===== src/rtl/control_if.sv =====
// Control-unit bundle: decode-stage opcode and pipeline controls in, registered
// per-stage control fields out.
interface control_if;
  logic [5:0] opCode;
  logic       stall;
  logic       flush;
  logic [1:0] writeBackControl;
  logic [1:0] memAccessControl;
  logic [3:0] calculationControl;
  logic       illegalOp;

  modport master (
    output opCode, stall, flush,
    input  writeBackControl, memAccessControl, calculationControl, illegalOp
  );

  modport slave (
    input  opCode, stall, flush,
    output writeBackControl, memAccessControl, calculationControl, illegalOp
  );
endinterface


===== src/rtl/control.sv =====
// Main control unit: decodes the opcode into per-stage control fields.
// All outputs are registered, with priority rst > flush > stall > decode.
module control (
  input  logic     clk,
  input  logic     rst,
  control_if.slave ctrl
);

  logic [1:0] writeBackReg, writeBackNext;
  logic [1:0] memAccessReg, memAccessNext;
  logic [3:0] calculationReg, calculationNext;
  logic       illegalReg, illegalNext;

  // Field order: WB = {RegWrite, MemToReg}, MEM = {MemRead, MemWrite},
  // CALC = {RegDst, ALUOp[1:0], ALUSrc}.
  always_comb begin
    writeBackNext   = 2'b00;
    memAccessNext   = 2'b00;
    calculationNext = 4'b0000;
    illegalNext     = 1'b0;
    case (ctrl.opCode)
      6'd0: begin
        writeBackNext   = 2'b10;
        calculationNext = 4'b1100;
      end
      6'd1: begin
        writeBackNext   = 2'b11;
        memAccessNext   = 2'b10;
        calculationNext = 4'b0001;
      end
      6'd2: begin
        memAccessNext   = 2'b01;
        calculationNext = 4'b0001;
      end
      6'd3: begin
        calculationNext = 4'b0010;
      end
      6'd4: begin
        writeBackNext   = 2'b10;
        calculationNext = 4'b0001;
      end
      6'd5: begin
        writeBackNext   = 2'b10;
        calculationNext = 4'b0111;
      end
      // Undefined opcodes raise illegalOp but otherwise behave as a bubble.
      default: begin
        illegalNext     = 1'b1;
      end
    endcase
  end

  always_ff @(posedge clk) begin
    if (rst || ctrl.flush) begin
      writeBackReg   <= 2'b00;
      memAccessReg   <= 2'b00;
      calculationReg <= 4'b0000;
      illegalReg     <= 1'b0;
    end else if (!ctrl.stall) begin
      writeBackReg   <= writeBackNext;
      memAccessReg   <= memAccessNext;
      calculationReg <= calculationNext;
      illegalReg     <= illegalNext;
    end
  end

  assign ctrl.writeBackControl   = writeBackReg;
  assign ctrl.memAccessControl   = memAccessReg;
  assign ctrl.calculationControl = calculationReg;
  assign ctrl.illegalOp          = illegalReg;

endmodule


===== src/flat_wrapper.sv =====
// flat-port wrapper written by rule: the top's interface ports become plain ports
module control_flat 
  (clk, rst, ctrl_opCode, ctrl_stall, ctrl_flush, ctrl_writeBackControl, ctrl_memAccessControl, ctrl_calculationControl, ctrl_illegalOp);
  control_if ctrl_i ();
  input  logic clk;
  input  logic rst;
  input wire logic [$bits(ctrl_i.opCode)-1:0] ctrl_opCode;
  input wire logic [$bits(ctrl_i.stall)-1:0] ctrl_stall;
  input wire logic [$bits(ctrl_i.flush)-1:0] ctrl_flush;
  output wire logic [$bits(ctrl_i.writeBackControl)-1:0] ctrl_writeBackControl;
  output wire logic [$bits(ctrl_i.memAccessControl)-1:0] ctrl_memAccessControl;
  output wire logic [$bits(ctrl_i.calculationControl)-1:0] ctrl_calculationControl;
  output wire logic [$bits(ctrl_i.illegalOp)-1:0] ctrl_illegalOp;
  assign ctrl_i.opCode = ctrl_opCode;
  assign ctrl_i.stall = ctrl_stall;
  assign ctrl_i.flush = ctrl_flush;
  assign ctrl_writeBackControl = ctrl_i.writeBackControl;
  assign ctrl_memAccessControl = ctrl_i.memAccessControl;
  assign ctrl_calculationControl = ctrl_i.calculationControl;
  assign ctrl_illegalOp = ctrl_i.illegalOp;
  control u_core (.clk(clk), .rst(rst), .ctrl(ctrl_i));
endmodule

===== config.mk =====
export PLATFORM = sky130hd
export DESIGN_NAME = control_flat
export DESIGN_NICKNAME = d
export VERILOG_FILES = /design/src/rtl/control_if.sv /design/src/rtl/control.sv /design/src/flat_wrapper.sv
export SDC_FILE = /design/constraint.sdc
export NUM_CORES = 1
export LEC_CHECK = 0
export CAP_MARGIN = 20
export CORE_AREA = 4 4 41 43
export DETAILED_ROUTE_END_ITERATION = 8
export DIE_AREA = 0 0 45 47
export GPL_ROUTABILITY_DRIVEN = 0
export PLACE_DENSITY = 0.68
export RECOVER_POWER = 100
export SKIP_CTS_REPAIR_TIMING = 1
export SLEW_MARGIN = 20
export SYNTH_ARGS = -nofsm -noshare
export SYNTH_HDL_FRONTEND = slang
export SYNTH_SLANG_ARGS = --single-unit
export TNS_END_PERCENT = 20

===== constraint.sdc =====
create_clock -name clk -period 1.2 [get_ports clk]
set_input_delay 0.12 -clock clk [delete_from_list [all_inputs] [get_ports clk]]
set_output_delay 0.12 -clock clk [all_outputs]
set_load 0.03 [all_outputs]

==> results.cfg <==
[yosys]
synth_area_leader_cell = dfxtp_1
yosysUniqueCellTypes = 19
yosys_warnings = 0
ys_seq_area_share_pct = 45.9
syn_avg_cell_area_um2 = 8.93
postSynthRegisterBits = 9
synthCells = 44
synth_top_area_share_pct = 45.9
yosys-top-cells-area = dfxtp_1 (46%), a21oi_1 (6.4%), nand2_1 (5.7%)
syn-cell-area_um2 = 393
synth.net_count = 54

[timing]
worst_pin_slew_ns = 0.389
fin_crit_sh_pct = 90.1
hold_violations = 0
setup_slack_ns = 0.119
clock.fmax_mhz = 925
post-route-min-period_ns = 1.08
drv_slew = 0
fin_skew_ns = 0
relSlewSlack_pct = 74.2
setup_viol = 0
rsz0062_at_grt = no
setup_tns_ns = 0

[die]
die-area_mm2 = 0.00212
start_util_pct = 30.2
die_w_um = 45
num_rows = 13
top_level_ports = 19
die_h_um = 47
core_mm2 = 0.00130

[setup_path]
timing.rr.start = u_core.ctrl.illegalOp
startpoint_type = primary input
r2r_slack_ns = 0.49
cp-end-kind = register
crit_end = u_core.ctrl.calculationControl[0]
required_ns = 1.39
critical_path.startpoint = ctrl_stall
arrival_ns = 1.28
reg2reg_to = u_core.ctrl.illegalOp
crit_type = in -> reg
cp_max_fo = 8
ff2ff_path_depth = 2

[worst_hold_path]
hold_class = reg -> reg

[pwr]
finalPower_w = 0.000622
power_leakage_nw = 0.187
vdd_drop_max_uv = 614
powerDensity_mw_per_mm2 = 1100

[cells_and_area]
area_growth_pct = 43.3
n_fill_cell = 151
final_cell_mix = clkdlybuf4s50_1 (9), clkbuf_1 (9), dfxtp_1 (9)
drive_gt1_share_pct = 15.4
antenna_cells = 0
nNetsFinal = 76

[clocking]
cts_tree = built
clock_latency_ns = 0.26
cts_buffers = 3
clock_sinks = 9
clk_pin_slew_ns = 0.06
cts_root_buffer = clkbuf_4
clock_path_buffers = 2
htreeDepth = 1

[global_route]
gr-total-overflow = 0
top_usage_layer = met2
grtUsageMet2_pct = 13.8
grt_first_pass_wirelength_mm = 1.43
use_met1_pct = 12.4
antenna_found_initial = 0
grt_pass1_vias = 366
grtUsageTotal_pct = 9.60
met3_usage_pct = 3.45
grt_max_degree = 10

[route]
routed_via_density = 4.70
wirelength_um = 914
firstDrtPassIters = 4
vias = 376
ant_nets = 0
drc = 0
first_iter_violations = 8
wl_per_cell_um = 11.4

[run_status]
status = completed

[placed_design]
port_buffers = 18
place_hpwl_um = 656
dpl_worst_slack_ns = -0.159

[run]
maxCapViolations = 0
-- metrics by stage --
step                utilization, %  hold slack (ns)  area [um^2]  cells
finish                        43.3            0.453          563     80
global route                  43.3            0.490          563     80
CTS                           47.6            0.462          619     80
detailed placement            45.5            0.453          592     76
global placement              45.5            0.444          592     76
floorplan                        -            0.263          393     44
-- cells by family (layout without fill, tap and decap cells) --
family,after synthesis,count (layout),synth area share [%]
AND/OR/NAND/NOR,18,18,26.8
AO/OA/AOI/OAI,10,10,16.2
flip-flops,9,9,45.9
buffers and inverters,5,26,6.69
XOR/XNOR,2,2,4.46
-- area by class of cell --
cell class	count	area (um^2)	area share, %
inverters	1	3.75	0.667
clock inverters	1	5.00	0.889
repair buffers	21	146	26.0
multi-input cells	30	186	33.1
clock buffers	3	22.5	4.00
flip-flops and latches	9	180	32.0
well taps	15	18.8	3.33
-- worst max-delay path: stages --
cell	delay, ns
clkdlybuf4s50_1	0.46
nor4_4	0.28
buf_4	0.19
nand3b_1	0.09
a21oi_1	0.14
-- how the worst min path moves through the flow --
| stage | start | to | slack, ns | cells after the start |
|---|---|---|---|---|
| after floorplan | ctrl_opCode[0] | u_core.ctrl.memAccessControl[1] | 0.26 | 2 |
| after global placement | u_core.ctrl.writeBackControl[0] | u_core.ctrl.writeBackControl[0] | 0.44 | 2 |
| after detailed placement | u_core.ctrl.writeBackControl[0] | u_core.ctrl.writeBackControl[0] | 0.45 | 2 |
| after CTS | u_core.ctrl.writeBackControl[0] | u_core.ctrl.writeBackControl[0] | 0.46 | 2 |
| after global routing | u_core.ctrl.writeBackControl[0] | u_core.ctrl.writeBackControl[0] | 0.49 | 2 |
| final | u_core.ctrl.writeBackControl[0] | u_core.ctrl.writeBackControl[0] | 0.45 | 2 |
-- report_power, final --
part,switching [W],total (W),internal [W],leakage (nW)
Sequential,0.00000136,0.000303,0.000301,0.0727
Clock,0.000111,0.000234,0.000123,0.0177
Combinational,0.0000407,0.0000849,0.0000441,0.0967
-- registers in the layout (all words and copies together), names as in the netlist --
| name | count |
|---|---|
| u_core.ctrl.illegalOp | 1 |
| u_core.ctrl.memAccessControl | 2 |
| u_core.ctrl.writeBackControl | 2 |
| u_core.ctrl.calculationControl | 4 |
-- metal layers --
metal | up-vias | routed length [um]
li1 | 192 | -
met1 | 163 | 427
met2 | 19 | 389
met3 | 2 | 86
met4 | 0 | 10
met5 | - | 0
-- cell usage after synthesis, drive strengths merged --
master	count
dfxtp	9
nand2	6
a21oi	5
nor2	5
clkbuf	3
a32oi	2
nand3b	2
a221oi	1
a22oi	1
buf	1
inv	1
nand2b	1
nand3	1
nor3	1
nor4	1
o21ai	1
or2	1
xnor2	1
xor2	1
No activity file was read; power rests on OpenSTA's default activity.
